$ cat src/rtl/prirv32_bus_arbiter_if.sv
// Bus bundle between the IFU/EXU requesters, the arbiter and the memory port.
// The master view is the arbiter; the slave view is the surrounding requesters and memory.
interface prirv32_bus_arbiter_if;
    logic        if_req_i;
    logic [31:0] if_addr_i;
    logic        if_gnt_o;
    logic        if_rvalid_o;
    logic [31:0] if_rdata_o;
    logic        if_err_o;

    logic        d_req_i;
    logic        d_we_i;
    logic [3:0]  d_be_i;
    logic [31:0] d_addr_i;
    logic [31:0] d_wdata_i;
    logic        d_gnt_o;
    logic        d_rvalid_o;
    logic [31:0] d_rdata_o;
    logic        d_err_o;

    logic        mem_req_o;
    logic        mem_we_o;
    logic [3:0]  mem_be_o;
    logic [31:0] mem_addr_o;
    logic [31:0] mem_wdata_o;
    logic        mem_gnt_i;
    logic        mem_rvalid_i;
    logic [31:0] mem_rdata_i;
    logic        mem_err_i;

    modport master (
        input  if_req_i, if_addr_i,
        output if_gnt_o, if_rvalid_o, if_rdata_o, if_err_o,
        input  d_req_i, d_we_i, d_be_i, d_addr_i, d_wdata_i,
        output d_gnt_o, d_rvalid_o, d_rdata_o, d_err_o,
        output mem_req_o, mem_we_o, mem_be_o, mem_addr_o, mem_wdata_o,
        input  mem_gnt_i, mem_rvalid_i, mem_rdata_i, mem_err_i
    );

    modport slave (
        output if_req_i, if_addr_i,
        input  if_gnt_o, if_rvalid_o, if_rdata_o, if_err_o,
        output d_req_i, d_we_i, d_be_i, d_addr_i, d_wdata_i,
        input  d_gnt_o, d_rvalid_o, d_rdata_o, d_err_o,
        input  mem_req_o, mem_we_o, mem_be_o, mem_addr_o, mem_wdata_o,
        output mem_gnt_i, mem_rvalid_i, mem_rdata_i, mem_err_i
    );
endinterface

$ cat src/rtl/prirv32_bus_arbiter.sv
// Fetch/data arbiter onto a single memory port: one outstanding transaction, data priority
// bounded by a streak counter, and a response watchdog that turns a hung memory into an error.
module prirv32_bus_arbiter #(
    parameter int unsigned STREAK_MAX = 4,
    parameter int unsigned TIMEOUT    = 255
) (
    input  logic                  clk_i,
    input  logic                  rst_n,
    prirv32_bus_arbiter_if.master bus
);
    typedef enum logic [1:0] {StIdle, StAddr, StResp} state_e;

    localparam logic [3:0] StreakMax   = 4'(STREAK_MAX);
    localparam logic [7:0] TimeoutLast = 8'(TIMEOUT - 1);

    state_e      state;
    logic        owner_data;
    logic [3:0]  streak;
    logic [7:0]  wdog;
    logic        mem_req;
    logic        mem_we;
    logic [3:0]  mem_be;
    logic [31:0] mem_addr;
    logic [31:0] mem_wdata;

    logic        pick_data;
    logic        gnt;
    logic        rvalid;
    logic [31:0] rdata;
    logic        err;

    always_comb begin
        pick_data = bus.d_req_i && !(bus.if_req_i && (streak == StreakMax));
        gnt       = (state == StAddr) && bus.mem_gnt_i;
        // A real response in the last watchdog cycle beats the timeout.
        rvalid    = (state == StResp) && (bus.mem_rvalid_i || (wdog == TimeoutLast));
        rdata     = bus.mem_rvalid_i ? bus.mem_rdata_i : 32'h0;
        err       = bus.mem_rvalid_i ? bus.mem_err_i : 1'b1;

        bus.if_gnt_o    = gnt && !owner_data;
        bus.if_rvalid_o = rvalid && !owner_data;
        bus.if_rdata_o  = (rvalid && !owner_data) ? rdata : 32'h0;
        bus.if_err_o    = rvalid && !owner_data && err;
        bus.d_gnt_o     = gnt && owner_data;
        bus.d_rvalid_o  = rvalid && owner_data;
        bus.d_rdata_o   = (rvalid && owner_data) ? rdata : 32'h0;
        bus.d_err_o     = rvalid && owner_data && err;

        bus.mem_req_o   = mem_req;
        bus.mem_we_o    = mem_we;
        bus.mem_be_o    = mem_be;
        bus.mem_addr_o  = mem_addr;
        bus.mem_wdata_o = mem_wdata;
    end

    always_ff @(posedge clk_i or negedge rst_n) begin
        if (!rst_n) begin
            state      <= StIdle;
            owner_data <= 1'b0;
            streak     <= 4'd0;
            wdog       <= 8'd0;
            mem_req    <= 1'b0;
            mem_we     <= 1'b0;
            mem_be     <= 4'h0;
            mem_addr   <= 32'h0;
            mem_wdata  <= 32'h0;
        end else begin
            case (state)
                StIdle: begin
                    if (bus.if_req_i || bus.d_req_i) begin
                        state      <= StAddr;
                        mem_req    <= 1'b1;
                        owner_data <= pick_data;
                        if (pick_data) begin
                            mem_we    <= bus.d_we_i;
                            mem_be    <= bus.d_be_i;
                            mem_addr  <= bus.d_addr_i;
                            mem_wdata <= bus.d_wdata_i;
                            // Data can only win a contested slot below StreakMax,
                            // so the increment saturates by construction.
                            streak    <= bus.if_req_i ? streak + 4'd1 : 4'd0;
                        end else begin
                            mem_we    <= 1'b0;
                            mem_be    <= 4'hF;
                            mem_addr  <= bus.if_addr_i;
                            mem_wdata <= 32'h0;
                            streak    <= 4'd0;
                        end
                    end
                end
                StAddr: begin
                    if (bus.mem_gnt_i) begin
                        state   <= StResp;
                        mem_req <= 1'b0;
                        wdog    <= 8'd0;
                    end
                end
                StResp: begin
                    if (bus.mem_rvalid_i || (wdog == TimeoutLast)) begin
                        state <= StIdle;
                    end else begin
                        wdog <= wdog + 8'd1;
                    end
                end
                default: state <= StIdle;
            endcase
        end
    end
endmodule

$ cat src/flat_wrapper.sv
// flat-port wrapper written by rule: the top's interface ports become plain ports
module prirv32_bus_arbiter_flat 
#(
    parameter int unsigned STREAK_MAX = 4,
    parameter int unsigned TIMEOUT    = 255
)
  (clk_i, rst_n, bus_if_req_i, bus_if_addr_i, bus_if_gnt_o, bus_if_rvalid_o, bus_if_rdata_o, bus_if_err_o, bus_d_req_i, bus_d_we_i, bus_d_be_i, bus_d_addr_i, bus_d_wdata_i, bus_d_gnt_o, bus_d_rvalid_o, bus_d_rdata_o, bus_d_err_o, bus_mem_req_o, bus_mem_we_o, bus_mem_be_o, bus_mem_addr_o, bus_mem_wdata_o, bus_mem_gnt_i, bus_mem_rvalid_i, bus_mem_rdata_i, bus_mem_err_i);
  prirv32_bus_arbiter_if bus_i ();
  input  logic clk_i;
  input  logic rst_n;
  input wire logic [$bits(bus_i.if_req_i)-1:0] bus_if_req_i;
  input wire logic [$bits(bus_i.if_addr_i)-1:0] bus_if_addr_i;
  output wire logic [$bits(bus_i.if_gnt_o)-1:0] bus_if_gnt_o;
  output wire logic [$bits(bus_i.if_rvalid_o)-1:0] bus_if_rvalid_o;
  output wire logic [$bits(bus_i.if_rdata_o)-1:0] bus_if_rdata_o;
  output wire logic [$bits(bus_i.if_err_o)-1:0] bus_if_err_o;
  input wire logic [$bits(bus_i.d_req_i)-1:0] bus_d_req_i;
  input wire logic [$bits(bus_i.d_we_i)-1:0] bus_d_we_i;
  input wire logic [$bits(bus_i.d_be_i)-1:0] bus_d_be_i;
  input wire logic [$bits(bus_i.d_addr_i)-1:0] bus_d_addr_i;
  input wire logic [$bits(bus_i.d_wdata_i)-1:0] bus_d_wdata_i;
  output wire logic [$bits(bus_i.d_gnt_o)-1:0] bus_d_gnt_o;
  output wire logic [$bits(bus_i.d_rvalid_o)-1:0] bus_d_rvalid_o;
  output wire logic [$bits(bus_i.d_rdata_o)-1:0] bus_d_rdata_o;
  output wire logic [$bits(bus_i.d_err_o)-1:0] bus_d_err_o;
  output wire logic [$bits(bus_i.mem_req_o)-1:0] bus_mem_req_o;
  output wire logic [$bits(bus_i.mem_we_o)-1:0] bus_mem_we_o;
  output wire logic [$bits(bus_i.mem_be_o)-1:0] bus_mem_be_o;
  output wire logic [$bits(bus_i.mem_addr_o)-1:0] bus_mem_addr_o;
  output wire logic [$bits(bus_i.mem_wdata_o)-1:0] bus_mem_wdata_o;
  input wire logic [$bits(bus_i.mem_gnt_i)-1:0] bus_mem_gnt_i;
  input wire logic [$bits(bus_i.mem_rvalid_i)-1:0] bus_mem_rvalid_i;
  input wire logic [$bits(bus_i.mem_rdata_i)-1:0] bus_mem_rdata_i;
  input wire logic [$bits(bus_i.mem_err_i)-1:0] bus_mem_err_i;
  assign bus_i.if_req_i = bus_if_req_i;
  assign bus_i.if_addr_i = bus_if_addr_i;
  assign bus_if_gnt_o = bus_i.if_gnt_o;
  assign bus_if_rvalid_o = bus_i.if_rvalid_o;
  assign bus_if_rdata_o = bus_i.if_rdata_o;
  assign bus_if_err_o = bus_i.if_err_o;
  assign bus_i.d_req_i = bus_d_req_i;
  assign bus_i.d_we_i = bus_d_we_i;
  assign bus_i.d_be_i = bus_d_be_i;
  assign bus_i.d_addr_i = bus_d_addr_i;
  assign bus_i.d_wdata_i = bus_d_wdata_i;
  assign bus_d_gnt_o = bus_i.d_gnt_o;
  assign bus_d_rvalid_o = bus_i.d_rvalid_o;
  assign bus_d_rdata_o = bus_i.d_rdata_o;
  assign bus_d_err_o = bus_i.d_err_o;
  assign bus_mem_req_o = bus_i.mem_req_o;
  assign bus_mem_we_o = bus_i.mem_we_o;
  assign bus_mem_be_o = bus_i.mem_be_o;
  assign bus_mem_addr_o = bus_i.mem_addr_o;
  assign bus_mem_wdata_o = bus_i.mem_wdata_o;
  assign bus_i.mem_gnt_i = bus_mem_gnt_i;
  assign bus_i.mem_rvalid_i = bus_mem_rvalid_i;
  assign bus_i.mem_rdata_i = bus_mem_rdata_i;
  assign bus_i.mem_err_i = bus_mem_err_i;
  prirv32_bus_arbiter #(.STREAK_MAX(STREAK_MAX), .TIMEOUT(TIMEOUT)) u_core (.clk_i(clk_i), .rst_n(rst_n), .bus(bus_i));
endmodule
$ cat config.mk
export PLATFORM = sky130hd
export DESIGN_NAME = prirv32_bus_arbiter_flat
export DESIGN_NICKNAME = d
export VERILOG_FILES = /design/src/rtl/prirv32_bus_arbiter_if.sv /design/src/rtl/prirv32_bus_arbiter.sv /design/src/flat_wrapper.sv
export SDC_FILE = /design/constraint.sdc
export NUM_CORES = 1
export LEC_CHECK = 0
export ABC_AREA = 1
export CAP_MARGIN = 20
export CORE_UTILIZATION = 39
export DETAILED_ROUTE_END_ITERATION = 12
export HOLD_SLACK_MARGIN = 0.06
export PLACE_DENSITY = 0.87
export SETUP_SLACK_MARGIN = 0.15
export SLEW_MARGIN = 20
export SYNTH_ARGS = -nofsm -noshare
export SYNTH_HDL_FRONTEND = slang
export SYNTH_SLANG_ARGS = --single-unit
export TNS_END_PERCENT = 5
$ cat constraint.sdc
create_clock -name clk_i -period 1.9 [get_ports clk_i]
set_clock_uncertainty 0.2 [all_clocks]
set_input_delay 0.38 -clock clk_i [delete_from_list [all_inputs] [get_ports clk_i]]
set_output_delay 0.38 -clock clk_i [all_outputs]
set_load 0.01 [all_outputs]
==> results.py, run 1 <==
metrics = {
    "floorplanning": {
        "rows": 40,
        "die_area_mm2": 0.0128,
        "die_w_um": 113,
        "core_mm2": 0.0120,
        "io_pins": 280,
        "start_util_pct": 40.0,
        "fp.dieH_um": 113,
    },
    "routing": {
        "vias_per_cell": 4.79,
        "ant_nets": 0,
        "vias": 5142,
        "firstDrtPassIters": 4,
        "drcViolationCount": 0,
        "wire_per_inst_um": 14.5,
        "drt_iter0_drc": 243,
        "drt-total-wl_mm": 15.6,
    },
    "critical_path": {
        "worstPathMaxFanout": 7,
        "worst_ep_required_time_ns": 1.32,
        "critPathCaptureType": "primary output",
        "arrival_ns": 1.81,
        "crit_type": "register to primary output",
        "crit_path_start_kind": "register",
    },
    "pwr": {
        "leakage_nw": 4.33,
        "powerDensity_mw_per_mm2": 1090,
        "ir_drop_mv": 0.662,
    },
    "finish": {
        "final_cell_mix": "nand2_1, clkdlybuf4s50_1, dfrtp_1, dlygate4sd2_1, buf_2",
        "mostFrequentLayoutCell": "nand2_1",
        "fill_cells": 1037,
        "design_area_mm2": 0.00809,
        "final_nets": 1066,
        "area_growth_pct": 68.3,
        "drive_above_1_share_pct": 25.1,
        "n_antenna_cell": 0,
    },
    "timing": {
        "rsz0062_at_grt": "yes",
        "max_freq_ghz": 0.418,
        "fin_crit_sh_pct": 126,
        "max_slew_margin_pct": 71.6,
        "fin_crit_ns": 2.39,
        "final_max_slew_viol_count": 0,
        "tightest_slew_ns": 0.426,
        "finalSetupViolCount": 68,
        "postLayoutSetupSlackWorst_ns": -0.490,
        "hold_viol_final": 0,
    },
    "yosys": {
        "ys_types": 29,
        "synth_seq_cells": 85,
        "ys_seq_area_share_pct": 44.2,
        "synthesis.area_mm2": 0.00481,
        "yosys_warnings": 0,
        "avgSynthCellArea_um2": 7.77,
        "syn-instance-count": 619,
        "syn_nets": 763,
    },
    "clock_network": {
        "cts_tree": "done",
        "clkSlewWorstSetupHoldPaths_ns": 0.06,
        "max-clock-path-buffers": 2,
        "htree_levels": 3,
        "cts_made_buffers": 9,
        "clk_latency_ns": 0.34,
        "cts_root_buf": "clkbuf_16",
        "cts.sinks": 85,
    },
    "status": {
        "outcome": "complete, but fails checks",
        "violations": "setup timing",
    },
    "grt": {
        "overflow": 0,
        "grt_max_degree": 63,
        "grt_pass1_vias": 4949,
        "grt_first_pass_wirelength_mm": 24.4,
        "grt_use_total_pct": 24.5,
        "antenna_found_initial": 0,
    },
    "placed_design": {
        "preCtsSetupSlack_ns": -0.730,
        "place_area_mm2": 0.00802,
        "portBuffers": 279,
        "gp_congestion": 0.856,
        "dp_hpwl_mm": 11.7,
    },
    "min_path": {
        "hold_path.class": "register to register",
    },
    "job": {
        "maxCapViolCount": 0,
    },
}
-- cells by family after synthesis --
family / count (synthesis) / synth area share [%]
xor+xnor: 4 / 0.729
compound gates: 19 / 2.79
flops: 85 / 44.2
simple gates: 419 / 42.8
buf+inv: 88 / 8.43
fa+ha+maj: 4 / 1.04
-- final cells by class --
| type | count | area [µm²] | area share, % |
|---|---|---|---|
| inverter | 51 | 191 | 2.37 |
| timing repair buffer | 329 | 2890 | 35.7 |
| tap | 147 | 184 | 2.27 |
| sequential | 85 | 2130 | 26.3 |
| clock buffer | 12 | 267 | 3.29 |
| multi-input combinational | 446 | 2400 | 29.7 |
| clock inverter | 4 | 30.0 | 0.371 |
-- report_power, final --
| group | switching [mW] | internal, mW | total [mW] |
|---|---|---|---|
| logic | 2.28 | 1.87 | 4.15 |
| registers | 0.396 | 2.54 | 2.93 |
| clock network | 0.733 | 0.998 | 1.73 |
| total | 3.41 | 5.41 | 8.82 |
-- worst max-delay path, stage by stage, from the launching register on --
cell     delay [ns]
dfrtp_1        0.38
inv_2          0.08
ha_4           0.13
nand2_2        0.05
nor2_2         0.09
nand2_2        0.08
nand2_4        0.09
nand3_4        0.11
buf_8          0.17
nor3_4         0.14
buf_2          0.15
-- stage by stage --
step / std cells / power, mW / TNS, ns / hold WS [ns] / utilization (%)
floorplan: 619 / 4.87 / -1.59 / -0.116 / -
global placement: 1054 / 7.37 / -48.48 / 0.144 / 66.8
detailed placement: 1054 / 7.46 / -50.06 / 0.156 / 66.8
CTS: 1073 / 8.74 / -33.22 / 0.272 / 66.4
global route: 1074 / 9.43 / -37.71 / 0.291 / 67.3
finish: 1074 / 8.82 / -29.80 / 0.266 / 67.3
-- metal layers --
| metal | track usage (%) | vias to the layer above | share of wire [%] |
|---|---|---|---|
| li1 | - | 2535 | - |
| met1 | 27.4 | 2355 | 38 |
| met2 | 43.8 | 220 | 51 |
| met3 | 7.50 | 32 | 7.9 |
| met4 | 9.39 | 0 | 3.1 |
| met5 | 0 | - | 0 |
-- registers in the layout, indices dropped and copies added, names as in the netlist --
| name | count |
|---|---|
| u_core.bus.mem_be_o | 4 |
| u_core.bus.mem_req_o | 1 |
| u_core.state | 2 |
| u_core.streak | 4 |
| u_core.bus.mem_addr_o | 32 |
| u_core.bus.mem_we_o | 1 |
| u_core.wdog | 8 |
| u_core.owner_data | 1 |
| u_core.bus.mem_wdata_o | 32 |
-- worst paths after layout --
| path | end | from | slack (ns) | cells past startpoint |
|---|---|---|---|---|
| hold reg to reg | u_core.bus.mem_req_o | u_core.bus.mem_req_o | 0.27 | 2 |
| setup / recovery | bus_if_rdata_o[21] | u_core.wdog[0] | -0.49 | 10 |
| hold / removal | u_core.bus.mem_req_o | u_core.bus.mem_req_o | 0.27 | 2 |
| max in group asynchronous | u_core.bus.mem_be_o[0] | rst_n | 0.65 | 3 |
| min in group asynchronous | u_core.bus.mem_addr_o[16] | rst_n | 0.32 | 2 |
| setup reg to reg | u_core.wdog[4] | u_core.wdog[0] | 0.15 | 11 |
-- cells in the mapped netlist --
library cell | n | area share [%]
xnor2_1 | 2 | 0.36
nand2_2 | 3 | 0.39
buf_6 | 6 | 1.4
clkbuf_1 | 9 | 0.70
dfrtp_1 | 85 | 44
buf_2 | 15 | 1.6
nor3_1 | 9 | 0.94
a21oi_2 | 2 | 0.36
o31ai_1 | 1 | 0.16
nor2_1 | 10 | 0.78
nand3_4 | 2 | 0.73
o21ai_4 | 1 | 0.34
inv_1 | 48 | 3.7
nand2_1 | 291 | 23
buf_1 | 4 | 0.31
o21ai_0 | 7 | 0.73
buf_4 | 3 | 0.47
nor2_2 | 2 | 0.26
o22a_1 | 4 | 0.73
nor3_2 | 56 | 12
inv_2 | 3 | 0.23
xor2_1 | 2 | 0.36
nand3_2 | 2 | 0.42
o21ai_1 | 3 | 0.31
nand3_1 | 42 | 4.4
nand4_2 | 1 | 0.26
ha_1 | 4 | 1.0
o21bai_1 | 1 | 0.16
nand2_4 | 1 | 0.23
-- what timing repair did --
action                     CTS  global route
setup buffers                2             1
hold endpoints to repair    27             0
setup endpoints to repair  140           117
hold buffers                 1             0
gates resized for setup    343            51
pin swaps                    0            11
No activity file was read; power rests on OpenSTA's default activity.
==> run 2, diff against run 1 <==
--- a/config.mk
+++ b/config.mk
@@ -10,7 +10,7 @@
 export CORE_UTILIZATION = 39
 export DETAILED_ROUTE_END_ITERATION = 12
 export HOLD_SLACK_MARGIN = 0.06
-export PLACE_DENSITY = 0.87
+export PLACE_DENSITY = 0.8
 export SETUP_SLACK_MARGIN = 0.15
 export SLEW_MARGIN = 20
 export SYNTH_ARGS = -nofsm -noshare
==> run 2 against run 1 <==
The run still ends with setup timing left. Routed wire length is 2.3% lower. Worst hold slack improved by 0.0045 ns. Flip-flop and latch count did not move. Clock-buffer cell count fell by 2. Register-to-register slack better by 0.10 ns. Cell area increased by 0.22%. Core utilization rose by 0.15 points. Largest cell class unchanged. Largest power group unchanged. Highest routed layer unchanged.
==> results.py, run 2 (synthesis gave the netlist of run 1 again) <==
metrics = {
    "critical_path": {
        "worstPathMaxFanout": 6,
        "critPathCaptureType": "primary output",
        "r2r_end": "u_core.bus.mem_addr_o[19]",
        "worst_ep_required_time_ns": 1.32,
        "arrival_ns": 1.88,
        "crit_path_start_kind": "register",
        "rr_startpoint": "u_core.streak[0]",
        "rr_worst_depth": 9,
        "r2r_setup_slack_ns": 0.25,
        "crit_type": "register to primary output",
    },
    "placed_design": {
        "dp_hpwl_mm": 11.8,
        "gp_congestion": 0.812,
        "portBuffers": 279,
        "place_area_mm2": 0.00802,
        "dp_cells": 1054,
    },
    "pwr": {
        "p_sw_mw": 3.35,
        "power_mw": 8.80,
        "powerDensity_mw_per_mm2": 1090,
        "power.internal_mw": 5.45,
        "clockPowerShare_pct": 19.9,
        "p_seq_share_pct": 33.3,
        "swShare_pct": 38.1,
        "pwr-share-comb_pct": 46.8,
        "ir_drop_mv": 0.668,
        "leakage_nw": 4.29,
    },
    "timing": {
        "final_max_slew_viol_count": 0,
        "fin_crit_sh_pct": 129,
        "postLayoutSetupSlackWorst_ns": -0.557,
        "tightest_slew_ns": 0.463,
        "max_freq_ghz": 0.407,
        "fin_hold_ws_ns": 0.271,
        "max_slew_margin_pct": 69.2,
        "finalSetupViolCount": 68,
        "hold_viol_final": 0,
        "fin_crit_ns": 2.46,
        "rsz0062_at_grt": "yes",
    },
    "routing": {
        "firstDrtPassIters": 4,
        "drt_iter0_drc": 174,
        "vias": 5062,
        "ant_nets": 0,
        "drt-total-wl_mm": 15.2,
        "vias_per_cell": 4.70,
        "wire_per_inst_um": 14.1,
        "drcViolationCount": 0,
    },
    "finish": {
        "drive_above_1_share_pct": 23.8,
        "final_cell_mix": "nand2_1, clkdlybuf4s50_1, dfrtp_1, dlygate4sd2_1, buf_2",
        "stdcell_count": 1078,
        "design_area_mm2": 0.00811,
        "area_growth_pct": 68.6,
        "multi_input_area_mm2": 0.00236,
        "fill_cells": 1057,
        "final_nets": 1068,
        "mostFrequentLayoutCell": "nand2_1",
        "regArea_mm2": 0.00213,
        "fin_util_pct": 67.5,
    },
    "clock_network": {
        "max-clock-path-buffers": 2,
        "cts.sinks": 85,
        "cts_made_buffers": 9,
        "clk_latency_ns": 0.33,
        "cts_root_buf": "clkbuf_16",
        "clkSlewWorstSetupHoldPaths_ns": 0.06,
        "htree_levels": 3,
        "cts_tree": "done",
    },
    "floorplanning": {
        "io_pins": 280,
        "core_mm2": 0.0120,
        "start_util_pct": 40.0,
        "rows": 40,
        "fp.dieH_um": 113,
        "die_area_mm2": 0.0128,
        "die_w_um": 113,
    },
    "job": {
        "maxCapViolCount": 0,
    },
    "status": {
        "violations": "setup timing",
        "outcome": "complete, but fails checks",
    },
    "min_path": {
        "worst_hold_path.endpoint": "u_core.bus.mem_wdata_o[12]",
        "hold_start": "u_core.bus.mem_wdata_o[12]",
        "hold_path_depth": 2,
        "hold_path.class": "register to register",
    },
    "grt": {
        "grt_first_pass_wirelength_mm": 24.2,
        "grt_max_degree": 33,
        "antenna_found_initial": 2,
        "overflow": 0,
        "grt_pass1_vias": 4966,
        "grt_use_total_pct": 24.3,
    },
}
==> run 2: cell count changes in the layout (fill, tap and decap cells not counted), sizes merged, moves of 2 or more <==
cell	previous run	this run
clkinv	2	0
clkbuf	12	10
clkinvlp	1	4
clkdlybuf4s15	1	7
diode	0	2
buf	119	114
==> run 2: critical path: stages, from the launching register on <==
cell	delay (ns)
dfrtp_1	0.39
inv_2	0.08
ha_4	0.13
nand2_2	0.04
nor2_2	0.09
nand2_2	0.08
nand2_4	0.09
nand3_4	0.15
nor3_1	0.21
clkdlybuf4s15_2	0.28
==> run 2: worst max path at each step <==
| stage | from | end | slack (ns) | depth (start not counted) |
|---|---|---|---|---|
| finish | u_core.wdog[0] | bus_if_rdata_o[31] | -0.56 | 9 |
| global route | u_core.wdog[0] | bus_if_rdata_o[20] | -0.67 | 10 |
| CTS | u_core.wdog[0] | bus_if_rdata_o[9] | -0.59 | 10 |
| detailed placement | bus_mem_rvalid_i | bus_d_rdata_o[0] | -0.75 | 7 |
| global placement | bus_mem_rvalid_i | bus_if_rdata_o[1] | -0.73 | 5 |
| floorplan | u_core.wdog[0] | bus_d_rdata_o[13] | -0.03 | 9 |
==> run 2: what timing repair did <==
action	CTS	global route
hold buffers	1	0
setup buffers	4	0
gates resized for setup	348	18
pin swaps	3	1
hold endpoints to repair	70	0
cloned	1	0
endpoints found under the setup margin	140	105
==> run 2: power groups by stage <==
stage	clock network [mW]	registers (mW)	logic (mW)
global route	1.86	3.02	4.55
finish	1.75	2.93	4.12
global placement	0	2.95	4.42
floorplan	0	3.26	1.61
CTS	1.78	2.93	4.09
detailed placement	0	2.96	4.52
==> run 2: cell type report <==
cell class,count,share of cell area [%]
diodes,2,0.0617
multi-input cells,446,29.2
inverters,51,2.42
clock inverters,6,0.880
repair buffers,331,36.1
clock buffers,10,2.82
flip-flops and latches,85,26.2
well taps,147,2.27
==> run 2: metrics by stage <==
stage,setup TNS [ns],setup slack (ns)
final,-32.34,-0.557
after detailed placement,-51.60,-0.746
after global routing,-41.08,-0.673
after floorplan,-1.59,-0.0341
after CTS,-32.77,-0.595
after global placement,-48.58,-0.726
==> run 2: routing by layer <==
layer  up-vias  routed length, µm  track usage (%)
met2       199               8090             44.4
li1       2536                  -                -
met1      2303               5730             26.9
met4         0                339             10.0
met5         -                  0                0
met3        24               1050             5.89
==> run 3, diff against run 2 <==
--- a/config.mk
+++ b/config.mk
@@ -6,8 +6,8 @@
 export NUM_CORES = 1
 export LEC_CHECK = 0
 export ABC_AREA = 1
-export CAP_MARGIN = 20
 export CORE_UTILIZATION = 39
+export CTS_BUF_LIST = sky130_fd_sc_hd__clkbuf_8
 export DETAILED_ROUTE_END_ITERATION = 12
 export HOLD_SLACK_MARGIN = 0.06
 export PLACE_DENSITY = 0.8
==> run 3 against run 2 <==
The run still ends with setup timing left. First-iteration DRC count rose by 13%. Routed wire length fell by 1.5%. Non-clock buffer count did not move. Sequential power barely moved. Cell area fell by 1.3%. Critical endpoint unchanged. Highest routed layer unchanged.
==> results.py, run 3 (synthesis gave the netlist of run 1 again) <==
metrics = {
    "clock_network": {
        "cts.sinks": 85,
        "htree_levels": 3,
        "cts_made_buffers": 9,
        "cts_tree": "done",
        "max-clock-path-buffers": 2,
        "clk_latency_ns": 0.35,
        "cts_root_buf": "clkbuf_8",
        "clkSlewWorstSetupHoldPaths_ns": 0.10,
    },
    "timing": {
        "final_max_slew_viol_count": 0,
        "fin_hold_ws_ns": 0.264,
        "fin_crit_ns": 2.48,
        "postLayoutSetupSlackWorst_ns": -0.580,
        "hold_viol_final": 0,
        "rsz0062_at_grt": "yes",
        "max_slew_margin_pct": 69.2,
        "max_freq_ghz": 0.403,
        "finalSetupViolCount": 68,
        "fin_crit_sh_pct": 131,
        "tightest_slew_ns": 0.461,
    },
    "pwr": {
        "powerDensity_mw_per_mm2": 1040,
        "power.internal_mw": 5.02,
        "ir_drop_mv": 0.678,
        "power_mw": 8.29,
        "pwr-share-comb_pct": 49.4,
        "clockPowerShare_pct": 15.4,
        "p_sw_mw": 3.27,
        "leakage_nw": 4.24,
        "swShare_pct": 39.4,
        "p_seq_share_pct": 35.2,
    },
    "routing": {
        "vias_per_cell": 4.67,
        "firstDrtPassIters": 4,
        "drcViolationCount": 0,
        "ant_nets": 0,
        "wire_per_inst_um": 13.9,
        "drt_iter0_drc": 197,
        "drt-total-wl_mm": 15.0,
        "vias": 5032,
    },
    "critical_path": {
        "crit_type": "register to primary output",
        "cp_cell_sequence": "inv_2 > ha_4 > nand2_2 > nor2_2 > nand2_2 > nand2_4 > nand3_4 > nor3_1 > clkdlybuf4s15_2",
        "crit_family": "simple AND/OR/NAND/NOR gates",
        "arrival_ns": 1.90,
        "crit_path_frequent_cell": "nand2_2",
        "worstPathMaxFanout": 6,
        "cp_slowest_cell": "dfrtp_1",
        "cp.buffers_inverters": 2,
        "crit_path_start_kind": "register",
        "slowest_delay_ns": 0.40,
        "critPathCaptureType": "primary output",
        "worst_ep_required_time_ns": 1.32,
    },
    "status": {
        "violations": "setup timing",
        "outcome": "complete, but fails checks",
    },
    "finish": {
        "drive_above_1_share_pct": 23.9,
        "final_nets": 1068,
        "area_growth_pct": 66.4,
        "mostFrequentLayoutCell": "nand2_1",
        "final_cell_mix": "nand2_1, clkdlybuf4s50_1, dfrtp_1, dlygate4sd2_1, buf_2",
    },
    "grt": {
        "grt_first_pass_wirelength_mm": 24.1,
        "overflow": 0,
        "grt_use_total_pct": 24.1,
        "grt_pass1_vias": 4920,
        "grt_max_degree": 33,
        "antenna_found_initial": 2,
    },
    "placed_design": {
        "portBuffers": 279,
        "gp_congestion": 0.812,
        "dp_hpwl_mm": 11.8,
    },
    "floorplanning": {
        "fp.dieH_um": 113,
        "io_pins": 280,
        "die_area_mm2": 0.0128,
        "start_util_pct": 40.0,
        "die_w_um": 113,
        "core_mm2": 0.0120,
        "rows": 40,
    },
    "min_path": {
        "hold_path.class": "input port to asynchronous set/reset pin",
    },
    "job": {
        "maxCapViolCount": 0,
    },
}
-- run 3: cell types whose count changed in the layout (fill, tap and decap cells not counted) --
cell,before,now
clkbuf_16,9,0
clkbuf_1,1,0
dlymetal6s2s_1,1,0
inv_4,2,1
clkdlybuf4s50_1,137,138
inv_2,4,6
clkbuf_8,0,9
-- run 3: per-stage QoR --
stage / utilization (%) / cell area (µm²) / worst slack (ns) / std cells / setup TNS (ns)
6_report: 66.6 / 8000 / -0.580 / 1078 / -33.96
5_1_grt: 66.6 / 8000 / -0.710 / 1078 / -43.64
4_1_cts: 66.2 / 7950 / -0.629 / 1076 / -35.10
3_5_place_dp: 66.8 / 8020 / -0.746 / 1054 / -51.60
3_3_place_gp: 66.8 / 8020 / -0.726 / 1054 / -48.58
2_1_floorplan: - / 4820 / -0.0341 / 619 / -1.59
-- run 3: worst reg2reg max path, cell delays in order (launching register included) --
cell	delay (ns)
dfrtp_1	0.39
buf_4	0.13
nor2_2	0.18
o21ai_4	0.11
inv_2	0.20
buf_12	0.20
nand2_1	0.09
nand2_1	0.05
-- run 3: routing by layer --
metal	track usage [%]	up-vias	share of wire (%)	routed length (µm)
li1	-	2537	-	-
met1	27.1	2278	38	5690
met2	44.1	197	53	7950
met3	5.84	20	6.9	1040
met4	9.21	0	2.0	296
met5	0	-	0	0
-- run 3: cell type report --
class	count	area [µm²]
fill	1073	4010
timing repair buffer	331	2930
multi-input combinational	446	2360
sequential	85	2130
inverter	51	194
tap	147	184
clock buffer	9	124
clock inverter	7	75.1
antenna	2	5.00
-- run 3: worst paths after layout --
path,slack (ns),startpoint,endpoint,cells after the start
max,-0.58,u_core.wdog[0],bus_if_rdata_o[31],9
min,0.26,rst_n,u_core.bus.mem_addr_o[0],2
max reg2reg,0.29,u_core.state[0],u_core.bus.mem_addr_o[19],7
min reg2reg,0.28,u_core.bus.mem_wdata_o[12],u_core.bus.mem_wdata_o[12],2
max in group asynchronous,0.71,rst_n,u_core.bus.mem_req_o,3
min in group clk_i,0.28,u_core.bus.mem_wdata_o[12],u_core.bus.mem_wdata_o[12],2
-- run 3: timing repair --
item | 4_1_cts | 5_1_grt
gates resized for setup | 348 | 17
setup endpoints to repair | 140 | 102
hold endpoints to repair | 70 | 0
buffers inserted | 4 | 0
hold buffers | 1 | 0
gates cloned | 1 | 0
pin swaps | 3 | 0
-- run 3: power groups by stage --
stage	sequential (mW)	clock, mW	combinational, mW
2_1_floorplan	3.26	0	1.61
3_5_place_dp	2.96	0	4.52
5_1_grt	3.01	1.40	4.54
4_1_cts	2.93	1.31	4.09
6_report	2.92	1.27	4.10
3_3_place_gp	2.95	0	4.42
